--- config.mk ---
export PLATFORM = sky130hd
export DESIGN_NAME = rv32_ifetch
export DESIGN_NICKNAME = d
export VERILOG_FILES = /design/src/rtl/rv32_ifetch.sv
export SDC_FILE = /design/constraint.sdc
export NUM_CORES = 1
export LEC_CHECK = 0
export ABC_CLOCK_PERIOD_IN_PS = 1900
export CAP_MARGIN = 40
export CORE_MARGIN = 2
export CORE_UTILIZATION = 39
export DETAILED_ROUTE_END_ITERATION = 16
export PLACE_DENSITY = 0.86
export SLEW_MARGIN = 5
export SYNTH_ARGS = -nofsm -noshare
export SYNTH_HDL_FRONTEND = slang
export SYNTH_SLANG_ARGS = --single-unit
--- constraint.sdc ---
create_clock -name clk -period 1.9 [get_ports clk]
set_input_delay 0.285 -clock clk [delete_from_list [all_inputs] [get_ports clk]]
set_output_delay 0.285 -clock clk [all_outputs]
set_load 0.01 [all_outputs]
--- src/rtl/rv32_ifetch.sv ---
// Instruction fetch unit: one outstanding word request to instruction memory,
// holds the fetched word for IF/ID and drops responses made stale by a redirect.
module rv32_ifetch #(
    parameter int unsigned DROP_CNT_W = 16
) (
    input  logic                  clk,
    input  logic                  rst_n,
    input  logic [31:0]           pc,
    input  logic                  flush,
    input  logic                  halt,
    output logic                  busy,
    output logic                  mem_req,
    output logic [31:0]           mem_addr,
    input  logic                  mem_ready,
    input  logic                  mem_rvalid,
    input  logic [31:0]           mem_rdata,
    input  logic                  id_stall,
    output logic [31:0]           instr,
    output logic [31:0]           instr_pc,
    output logic                  instr_valid,
    output logic [DROP_CNT_W-1:0] drop_cnt
);

    localparam int unsigned XLEN = 32;
    localparam logic [DROP_CNT_W-1:0] DROP_MAX = '1;

    typedef enum logic [1:0] {
        S_IDLE,
        S_REQ,
        S_WAIT,
        S_HOLD
    } state_t;

    state_t                r_state;
    state_t                w_state_nx;
    logic [XLEN-1:0]       r_addr;
    logic [XLEN-1:0]       w_addr_nx;
    logic                  r_drop;
    logic                  w_drop_nx;
    logic                  r_mem_req;
    logic                  w_mem_req_nx;
    logic [XLEN-1:0]       r_instr;
    logic [XLEN-1:0]       w_instr_nx;
    logic [XLEN-1:0]       r_instr_pc;
    logic [XLEN-1:0]       w_instr_pc_nx;
    logic                  r_instr_valid;
    logic                  w_instr_valid_nx;
    logic [DROP_CNT_W-1:0] r_drop_cnt;
    logic [DROP_CNT_W-1:0] w_drop_cnt_nx;

    // State and datapath registers
    always_ff @(posedge clk or negedge rst_n) begin
        if (!rst_n) begin
            r_state       <= S_IDLE;
            r_addr        <= '0;
            r_drop        <= 1'b0;
            r_mem_req     <= 1'b0;
            r_instr       <= '0;
            r_instr_pc    <= '0;
            r_instr_valid <= 1'b0;
            r_drop_cnt    <= '0;
        end else begin
            r_state       <= w_state_nx;
            r_addr        <= w_addr_nx;
            r_drop        <= w_drop_nx;
            r_mem_req     <= w_mem_req_nx;
            r_instr       <= w_instr_nx;
            r_instr_pc    <= w_instr_pc_nx;
            r_instr_valid <= w_instr_valid_nx;
            r_drop_cnt    <= w_drop_cnt_nx;
        end
    end

    // Next-state and output decode
    always_comb begin
        w_state_nx       = r_state;
        w_addr_nx        = r_addr;
        w_drop_nx        = r_drop;
        w_instr_nx       = r_instr;
        w_instr_pc_nx    = r_instr_pc;
        w_instr_valid_nx = r_instr_valid;
        w_drop_cnt_nx    = r_drop_cnt;
        busy             = 1'b1;

        case (r_state)
            S_IDLE: begin
                if (!halt) begin
                    w_state_nx = S_REQ;
                    w_addr_nx  = pc;
                    w_drop_nx  = 1'b0;
                end
            end
            S_REQ: begin
                // A redirect never withdraws the request; the response is dropped later
                if (flush) begin
                    w_drop_nx = 1'b1;
                end
                if (mem_ready) begin
                    w_state_nx = S_WAIT;
                end
            end
            S_WAIT: begin
                if (flush) begin
                    w_drop_nx = 1'b1;
                end
                if (mem_rvalid) begin
                    if (r_drop || flush) begin
                        if (r_drop_cnt != DROP_MAX) begin
                            w_drop_cnt_nx = r_drop_cnt + DROP_CNT_W'(1);
                        end
                        w_state_nx = S_IDLE;
                    end else begin
                        w_instr_nx       = mem_rdata;
                        w_instr_pc_nx    = r_addr;
                        w_instr_valid_nx = 1'b1;
                        w_state_nx       = S_HOLD;
                    end
                end
            end
            S_HOLD: begin
                if (flush) begin
                    w_instr_valid_nx = 1'b0;
                    w_state_nx       = S_IDLE;
                end else if (!id_stall) begin
                    busy             = 1'b0;
                    w_instr_valid_nx = 1'b0;
                    w_state_nx       = S_IDLE;
                end
            end
            default: begin
                w_state_nx = S_IDLE;
            end
        endcase

        w_mem_req_nx = (w_state_nx == S_REQ);
    end

    assign mem_req     = r_mem_req;
    assign mem_addr    = r_addr;
    assign instr       = r_instr;
    assign instr_pc    = r_instr_pc;
    assign instr_valid = r_instr_valid;
    assign drop_cnt    = r_drop_cnt;

endmodule

== Yosys cells after proc, flatten, opt, wreduce, memory -nomap -nowiden ==
Index checks and enable logic that the tools add are counted.

* Register bits: 117
* Input port bits: 71
* Output and inout bits: 115
* Word-level logic and storage cells: 49

* Add/subtract/negate cells: 1
* Equal/unequal tests: 10
* Mux-type cells: 18
* Bitwise gates (word level): 2
* Reductions and logical operators: 10

{| class="wikitable"
|+ Operator list
! operator !! number
|-
| 16-bit by 1-bit adder with 16-bit output, second input constant || 1
|-
| 16-bit inequality test, second input constant || 1
|-
| 2-bit 2-to-1 mux || 6
|-
| 1-bit 2-to-1 mux || 9
|-
| 2-bit case mux with 4 select lines || 1
|-
| 4-bit AND reduction || 2
|-
| 2-bit inequality test, second input constant || 3
|-
| 3-bit AND reduction || 2
|-
| 2-bit by 1-bit == test with 1-bit output, second input constant || 2
|-
| 2-bit == test, second input constant || 2
|-
| 1-bit case mux with 2 select lines || 2
|-
| 2-bit nonzero test || 2
|-
| 3-bit inequality test, second input constant || 1
|-
| 2-bit zero test || 1
|-
| 2-bit by 1-bit inequality test with 1-bit output, second input constant || 1
|-
| 1-bit inverter || 2
|-
| 2-bit AND reduction || 1
|-
| 2-bit OR reduction || 1
|-
| 1-bit logical OR || 1
|}

== Depth between registers and ports, before layout ==
Gate-level depths: netlist of the first run.

* Word-level depth: 5
* Gate-level depth with buffers: 7
* Depth with buffers taken out: 6

== Worst setup path before layout of the first run ==
Ideal clock, no wire load.

* Path kind: register -> register
* Start: register r_drop_cnt[0], in the netlist drop_cnt[0]
* End: register r_drop_cnt[1], in the netlist drop_cnt[1]
* Library setup time: 0.125 ns
* Data arrival time: 1.724 ns
* Required time: 1.775 ns
* Path slack: 0.051 ns
* Cell stages (with the launch flop): 6
* Buffers on the path: 0
* Clock period less this slack: 1.849 ns
* Cell sequence: dfrtp_1 ha_1 nand4_1 or4_4 and2_4 mux2_4

* Cells in the longest elaborated chain, start to end: 2
* Elaborated cells between the ends (all ways): 3
* Classes of those cells: 1 x add/sub; 1 x eq/ne; 1 x reduce/logical

{| class="wikitable"
|+ RTL lines
! item !! line !! RTL
|-
| from (decl) || 48 || <nowiki>logic [DROP_CNT_W-1:0] r_drop_cnt;</nowiki>
|-
| from (signal assigned) || 70 || <nowiki>r_drop_cnt <= w_drop_cnt_nx;</nowiki>
|-
| branches (longest 2 deep; another with 16-bit by 1-bit adder with 16-bit output) || - ||
|}

Several ways; the timed one is not identified.
A chain may end at the register's enable or synchronous reset.

== Worst setup path in the final report of the first run ==
* Start: register r_drop_cnt[6], in the netlist drop_cnt[6]
* End: register r_drop_cnt[1], in the netlist drop_cnt[1]

* Cells in the longest elaborated chain, start to end: 2

{| class="wikitable"
|+ RTL lines
! item !! line !! RTL
|-
| 16-bit inequality test || 108 || <nowiki>if (r_drop_cnt != DROP_MAX) begin</nowiki>
|-
| 4-bit AND reduction (no source line) || - ||
|}

Every way passes these cells.

==> out/metrics.cfg, run 1 <==
[outcome]
outcome=finished, final reports clean

[global_route]
grt_start_max_net_pins=118
grt_pass1_vias=4196
antenna_found_initial=0
grt.overflow.total=0
grt_first_pass_wirelength_um=20300
grt_use_total=0.2000

[route]
ant_nets=0
drt_iter0_drc=238
route.vias.total=4092
wl_per_cell_um=15.43
dr.pass1.iters=5
drc_errors=0
wl_um=12680
vias_per_cell=4.978

[placement]
numPortBuffers=185
gp_congestion=0.8348
detailed_place_hpwl_um=8704

[cts]
cts.path.max_buffers=2
clk_pin_slew_ps=50
numCtsBuffers=17
htree_levels=4
worstSkewPairLatency_ps=410
cts_root_buf=clkbuf_16
numClockSinks=117
cts_tree=built

[hold_path]
hp-class=input port to flip-flop

[die]
coreArea_um2=11960
rows=40
die_area_um2=13080
initial_core_util=0.3973
die_y_um=114.4
design.portCount=186
chipWidth_um=114.4

[synthesis]
synth_nets=533
synth_edf_count=0
synth_area_leaders=dfrtp_1 62%, nand2_1 16%, mux2_2 7.8%
ys.flop_type=dfrtp_1
ys_async_sr_fraction=1.000
synth_area_leader_cell=dfrtp_1
synth.avg_cell_area_um2=10.44
synth_top_area_share=0.6161
yosysWarnings=0
syn_area_um2=4752
ys_ff_latch=117
syn-instance-count=455
post_synth_num_cell_types=40
yosysSeqAreaShare=0.6161

[power_and_ir_drop]
power_density_nw_per_um2=1448
p_leak_nw=3.532
ir_worst_vdd_mv=0.8605

[critical_path]
worstPathCellList=nand3_1 > or4_4 > and2_4 > mux2_4
cpMaxStageDelayCell=or4_4
crit_arrival_ps=2140
path_max_fanout=5
end_kind=flip-flop
worstPathRequired_ps=2190
max_stage_delay_ps=600
start_kind=flip-flop
critical_path_class=flip-flop to flip-flop

[layout]
drive_above_1_share=0.1452
multi_input_area_um2=1787
regArea_um2=2929
fill_cells=951
fin_nets=740
area_growth_pct=58.85
diodes=0

[timing]
fmaxAchievable_mhz=540.7
grt_setup_unrepaired=false
finalCritPeriodShare=0.9734
slew_headroom=0.5855
drv_slew=0
finalSetupTns_ps=0
tightest_slew_ps=621.8
period_minus_slack_ps=1849
setup_viol=0
whs_ps=402.8
fin_skew_ps=6.880
hold_viol_final=0

[job]
cap_violations=0

## cells by family after synthesis
family          synth area share
mux                      0.08136
simple gates              0.2135
fa+ha+maj                0.01843
buf+inv                  0.01817
compound gates           0.03213
flops                     0.6161
xor+xnor                 0.02027
## Yosys cell counts, types with 2 or more instances
cell,instances
a21oi_1,8
a31oi_1,2
a41oi_1,2
and2_1,2
buf_1,8
clkbuf_1,10
dfrtp_1,117
ha_1,7
inv_1,5
mux2_2,33
nand2_1,199
nand2b_1,2
nand3_1,8
nand3b_1,2
nand4_1,6
nor2_1,7
nor2b_1,3
nor3_1,2
o21ai_0,2
xnor2_1,6
xor2_1,5
## power breakdown
group	switching, mW	internal [mW]	leakage [nW]
sequential	0.568	3.37	1.51
combinational	1.62	2.33	1.74
clock	1.07	1.98	0.279
## sequential cells by signal, indices dropped and copies added (netlist names)
signal / cells
drop_cnt: 16
instr: 32
instr_pc: 32
instr_valid: 1
mem_addr: 32
mem_req: 1
r_drop: 1
r_state: 2
## cell usage in the layout (no fill, tap or decap), types with 2 or more instances in the layout
| cell type | netlist | layout |
|---|---|---|
| inv_1 | 5 | 4 |
| ha_1 | 7 | 6 |
| a21oi_1 | 8 | 8 |
| clkbuf_1 | 10 | 3 |
| nand4_1 | 6 | 6 |
| mux2_2 | 33 | 33 |
| buf_12 | 0 | 4 |
| clkbuf_8 | 0 | 2 |
| nand2b_1 | 2 | 2 |
| clkbuf_16 | 0 | 17 |
| xnor2_1 | 6 | 6 |
| clkdlybuf4s50_1 | 0 | 183 |
| nand3b_1 | 2 | 2 |
| o21ai_0 | 2 | 2 |
| nor3_2 | 0 | 2 |
| bufinv_16 | 0 | 2 |
| buf_4 | 0 | 17 |
| clkinvlp_4 | 0 | 2 |
| nor2b_1 | 3 | 2 |
| xor2_1 | 5 | 5 |
| clkinv_2 | 0 | 6 |
| and2_1 | 2 | 2 |
| nor2_1 | 7 | 7 |
| a41oi_1 | 2 | 2 |
| nand3_1 | 8 | 8 |
| dfrtp_1 | 117 | 116 |
| a31oi_1 | 2 | 2 |
| nand2_1 | 199 | 199 |
## per-layer routing
| layer | part of all wire | vias to the layer above | track usage |
|---|---|---|---|
| met1 | 0.39 | 1974 | 0.2305 |
| li1 | - | 1907 | - |
| met3 | 0.073 | 32 | 0.06141 |
| met5 | 0 | - | 0 |
| met4 | 0.026 | 0 | 0.09837 |
| met2 | 0.51 | 179 | 0.3381 |
## critical path, delay by kind of cell, from the launching register on
| family | cells | cell delay, ps |
|---|---|---|
| AND/OR/NAND/NOR | 3 | 990 |
| flip-flops | 1 | 450 |
| multiplexers | 1 | 290 |
## path summary, 6_finish.rpt
| path | startpoint | end | slack (ps) | cells after the start |
|---|---|---|---|---|
| worst max-delay path | drop_cnt[6] | drop_cnt[1] | 50 | 4 |
| worst min register to register | instr_pc[24] | instr_pc[24] | 470 | 2 |
| min in group asynchronous | rst_n | instr[25] | 510 | 3 |
| max in group asynchronous | rst_n | r_drop | 920 | 3 |
| worst max register to register | drop_cnt[6] | drop_cnt[1] | 50 | 4 |
| worst min-delay path | mem_rdata[31] | instr[31] | 400 | 3 |
## stage by stage
step	cells	util	total power, mW	worst slack, ps	cell area [um2]
floorplan	455	-	5.466	51.36	4752
global placement	786	0.5785	7.712	2.160	6919
detailed placement	786	0.5785	7.905	-119.0	6919
CTS	821	0.6296	11.06	53.80	7531
global route	822	0.6311	11.54	10.07	7548
finish	822	0.6311	10.93	50.52	7548
## final cells by class
class,count,share of cell area
Sequential cell,117,0.3880
Timing Repair Buffer,206,0.2727
Multi-Input combinational cell,315,0.2367
Clock buffer,22,0.06150
Tap cell,147,0.02437
Clock inverter,10,0.01392
Inverter,5,0.002818
## timing repair
| item | 4_1_cts | 5_1_grt |
|---|---|---|
| setup endpoints to repair | 4 | 2 |
| buffers inserted | 2 | 1 |
| gates cloned | 0 | 0 |
| gates resized for setup | 6 | 3 |
| hold buffers | 1 | 0 |
| endpoints found under the hold margin | 75 | 0 |
| pin swaps | 0 | 2 |
Note: power is estimated with default switching activity, not from simulation.
==> inputs of run 2 (changes only) <==
Settings changed: CORE_MARGIN 2 to 3.
==> out/metrics.cfg, run 2 (synthesized netlist as in run 1, its figures left out) <==
[outcome]
outcome=finished, final reports clean

[layout]
fin_nets=741
diodes=0
area_growth_pct=59.66
final_common_cell=nand2_1
mostFrequentLayoutCells=199 x nand2_1, 183 x clkdlybuf4s50_1, 115 x dfrtp_1
post-route-cell-area_um2=7587
drive_above_1_share=0.1538

[critical_path]
max_stage_delay_ps=440
r2r-end=drop_cnt[1]
end_kind=primary output
crit_arrival_ps=1550
start_kind=flip-flop
path_buf_inv=1
path_max_fanout=6
crit_start=r_state[1]
r2r_cells=4
critical_path_class=flip-flop to primary output
timing.rr.start=drop_cnt[13]
worstPathRequired_ps=1620
reg2reg_setup_slack_ps=110
worstPathCellList=ha_1 > nor2b_2 > nand2b_1 > clkdlybuf4s15_1
cpMaxStageDelayCell=dfrtp_2
crit_family=flip-flops

[timing]
slew_headroom=0.5835
tightest_slew_ps=619.6
fin_skew_ps=9.233
fmaxAchievable_mhz=544.9
finalCritPeriodShare=0.9658
setup_viol=0
period_minus_slack_ps=1835
drv_slew=0
hold_viol_final=0
grt_setup_unrepaired=false

[power_and_ir_drop]
power_density_nw_per_um2=1452
power_mw=11.01
ir_worst_vdd_mv=0.9029
p_leak_nw=3.547

[job]
cap_violations=0

[cts]
htree_levels=4
clk_pin_slew_ps=60
cts_tree=built
worstSkewPairLatency_ps=410
numCtsBuffers=17
cts.path.max_buffers=2
numClockSinks=117
cts_root_buf=clkbuf_16

[route]
wl_per_cell_um=16.26
drc_errors=0
wl_um=13320
vias_per_cell=4.944
dr.pass1.iters=8
drt_iter0_drc=274
ant_nets=0
route.vias.total=4049

[global_route]
grt_first_pass_wirelength_um=20820
grt.overflow.total=0
antenna_found_initial=0
grt_start_max_net_pins=48
grt_pass1_vias=4236
grt_use_total=0.1996

[placement]
detailed_place_hpwl_um=9498
placed_cell_area_um2=6927
numPortBuffers=185
gp_congestion=0.8465

[die]
initial_core_util=0.4075
die_area_um2=13550
design.portCount=186
chipWidth_um=116.4
rows=39
coreArea_um2=11660
die_y_um=116.4

[hold_path]
hp-class=input port to async pin

-- run 2: cell type report --
cell class              count  area [um2]
flip-flops and latches    117        2930
inverters                   5       18.77
fillers                   867        4075
clock buffers              23       478.0
repair buffers            207        2079
clock inverters             9       101.3
well taps                 143       178.9
multi-input cells         315        1800
-- run 2: worst max-delay path by stage --
stage	to	slack (ps)	cells past startpoint
global route	busy	20	4
detailed placement	drop_cnt[6]	-110	5
floorplan	drop_cnt[1]	50	5
finish	busy	60	4
CTS	drop_cnt[6]	8	7
global placement	mem_req	-0.5	5
-- run 2: metrics by stage --
step | instances | setup TNS [ps] | hold slack (ps) | setup WS, ps | util
floorplan | 455 | 0 | -10.59 | 51.36 | -
global placement | 782 | -0.5367 | 256.7 | -0.5367 | 0.5939
detailed placement | 782 | -490.2 | 264.0 | -106.6 | 0.5939
CTS | 817 | 0 | 381.4 | 7.843 | 0.6471
global route | 819 | 0 | 388.9 | 17.93 | 0.6506
finish | 819 | 0 | 372.0 | 64.95 | 0.6506
-- run 2: power breakdown --
group	internal (mW)	leakage [nW]	total [mW]	switching, mW
clock network	2.02	0.287	3.10	1.08
registers	3.37	1.51	3.96	0.588
logic	2.34	1.75	3.96	1.62
-- run 2: what timing repair did --
item	in CTS	in global routing
endpoints found under the hold margin	29	0
setup buffers	2	2
setup endpoints to repair	5	13
cloned	0	0
hold buffers	1	0
resized for setup	6	8
-- run 2: metal layers --
metal / track usage / vias to the layer above / part of all wire / wire length [um]
met5: 0 / - / 0 / 0
met4: 0.08894 / 0 / 0.023 / 306
met3: 0.06684 / 27 / 0.070 / 935
met2: 0.3497 / 144 / 0.53 / 7088
met1: 0.2196 / 1975 / 0.37 / 4985
li1: - / 1903 / - / -
==> inputs of run 3 (changes only) <==
Settings changed: ABC_CLOCK_PERIOD_IN_PS 1900 to 1730, CORE_UTILIZATION 39 to 45, DONT_BUFFER_PORTS from default to 1, PLACE_DENSITY 0.86 to 0.7.
Clock period 1.9 ns to 1.73 ns, I/O delays scaled along.
==> out/metrics.cfg, run 3 (synthesized netlist as in run 1, its figures left out) <==
[outcome]
outcome=finished with violations
violations=negative hold slack

[timing]
hold_viol_final=117
fin_ws_ps=8.949
fin_skew_ps=8.000
period_minus_slack_ps=1721
finalSetupTns_ps=0
drv_slew=0
slew_headroom=0.7545
tightest_slew_ps=366.7
fmaxAchievable_mhz=581.0
grt_setup_unrepaired=true
whs_ps=-553.1
finalCritPeriodShare=0.9948
setup_viol=0

[critical_path]
crit_arrival_ps=2110
worstPathCellList=ha_4 > nor2b_4 > a221o_1 > o32a_1 > a21boi_1
critical_path_class=flip-flop to flip-flop
reg2reg_setup_slack_ps=9
start_kind=flip-flop
path_max_fanout=7
timing.rr.start=r_state[1]
path_buf_inv=0
crit_family=compound AO/OA/AOI/OAI gates
path_depth=5
end_kind=flip-flop
worstPathRequired_ps=2120
critPathCapture=mem_req
max_stage_delay_ps=490
r2r_cells=5
cpMaxStageDelayCell=dfrtp_2
r2r-end=mem_req
crit_start=r_state[1]

[route]
wl_um=12760
wl_per_cell_um=18.08
drc_errors=0
route.vias.total=3740
vias_per_cell=5.297
ant_nets=0
dr.pass1.iters=4
drt_iter0_drc=232

[die]
design.portCount=186
coreArea_um2=10000
chipWidth_um=108.8
die_area_um2=11830
die_y_um=108.8
initial_core_util=0.4752
rows=36

[layout]
finalNonFillerCells=706
drive_above_1_share=0.2164
area_growth_pct=39.76
post-route-cell-area_um2=6641
fin_nets=638
fill_cells=690
diodes=0
mostFrequentLayoutCells=199 x nand2_1, 114 x dfrtp_1, 68 x dlygate4sd3_1
final_core_util=0.6642
final_common_cell=nand2_1

[cts]
numClockSinks=117
worstSkewPairLatency_ps=500
cts_tree=built
htree_levels=4
numCtsBuffers=17
clk_pin_slew_ps=60
hold_buffers=68
cts_root_buf=clkbuf_8
cts.path.max_buffers=2

[power_and_ir_drop]
power_mw=10.84
p_int_mw=7.303
power_density_nw_per_um2=1633
pwr-share-comb=0.204
p_sw_frac=0.3265
ir_worst_vdd_mv=0.7613
p_clk_frac=0.333
p_seq_frac=0.463
p_leak_nw=3.241
p_switching_mw=3.540

[placement]
gp_congestion=0.8452
pre_cts_ws_ps=-75.15
dp.cells=599
detailed_place_hpwl_um=7774
placed_cell_area_um2=5134
numPortBuffers=0

[global_route]
grt.overflow.total=0
grt_start_max_net_pins=118
grt_pass1_vias=3824
antenna_found_initial=0
grt_use_total=0.2087
grt_first_pass_wirelength_um=18890

[hold_path]
hp-class=input port to async pin

[job]
cap_violations=0

[run 3: cell types whose count changed in the layout (fill, tap and decap cells not counted), moves of 4 or more]
cell / before / now
clkdlybuf4s50_1: 183 / 0
dlygate4sd3_1: 1 / 68
ha_1: 6 / 2
buf_4: 17 / 27
clkinv_2: 5 / 1
ha_4: 1 / 5
clkinv_4: 1 / 5
[run 3: worst min-delay path by stage]
stage / from / endpoint / slack, ps / depth (start not counted)
after floorplan: rst_n / drop_cnt[0] / -40 / 0
after global placement: rst_n / instr[30] / -30 / 0
after detailed placement: rst_n / instr[30] / -30 / 0
after CTS: rst_n / instr[30] / -580 / 0
after global routing: rst_n / instr[30] / -590 / 0
final: rst_n / instr[6] / -550 / 0
[run 3: layout make-up]
cell class,instances,area [um2],area share
multi-input combinational,315,1854,0.2792
sequential,117,2932,0.4414
inverter,5,18.77,0.002826
clock buffer,18,417.9,0.06292
timing repair buffer,104,1051,0.1583
tap,133,166.4,0.02506
clock inverter,14,201.4,0.03033
[run 3: repair_timing]
item                       CTS  global route
hold endpoints to repair   183           117
setup endpoints to repair    6            63
buffers inserted             1             3
cloned                       0             3
gates resized for setup      5            21
pin swaps                    0             5
[run 3: power by group through the flow]
| stage | logic (mW) | registers (mW) | clock network (mW) |
|---|---|---|---|
| CTS | 1.87 | 4.98 | 3.69 |
| finish | 2.21 | 5.02 | 3.61 |
| global route | 2.43 | 5.15 | 3.83 |
| floorplan | 1.26 | 4.75 | 0 |
| global placement | 1.59 | 4.99 | 0 |
| detailed placement | 1.72 | 5.02 | 0 |
[run 3: routing by layer]
metal | share of wire | vias to the layer above | GRT usage | wire length (um)
li1 | - | 1702 | - | -
met1 | 0.37 | 1801 | 0.2236 | 4705
met2 | 0.51 | 206 | 0.3605 | 6491
met3 | 0.097 | 31 | 0.07934 | 1236
met4 | 0.026 | 0 | 0.1028 | 331
met5 | 0 | - | 0 | 0
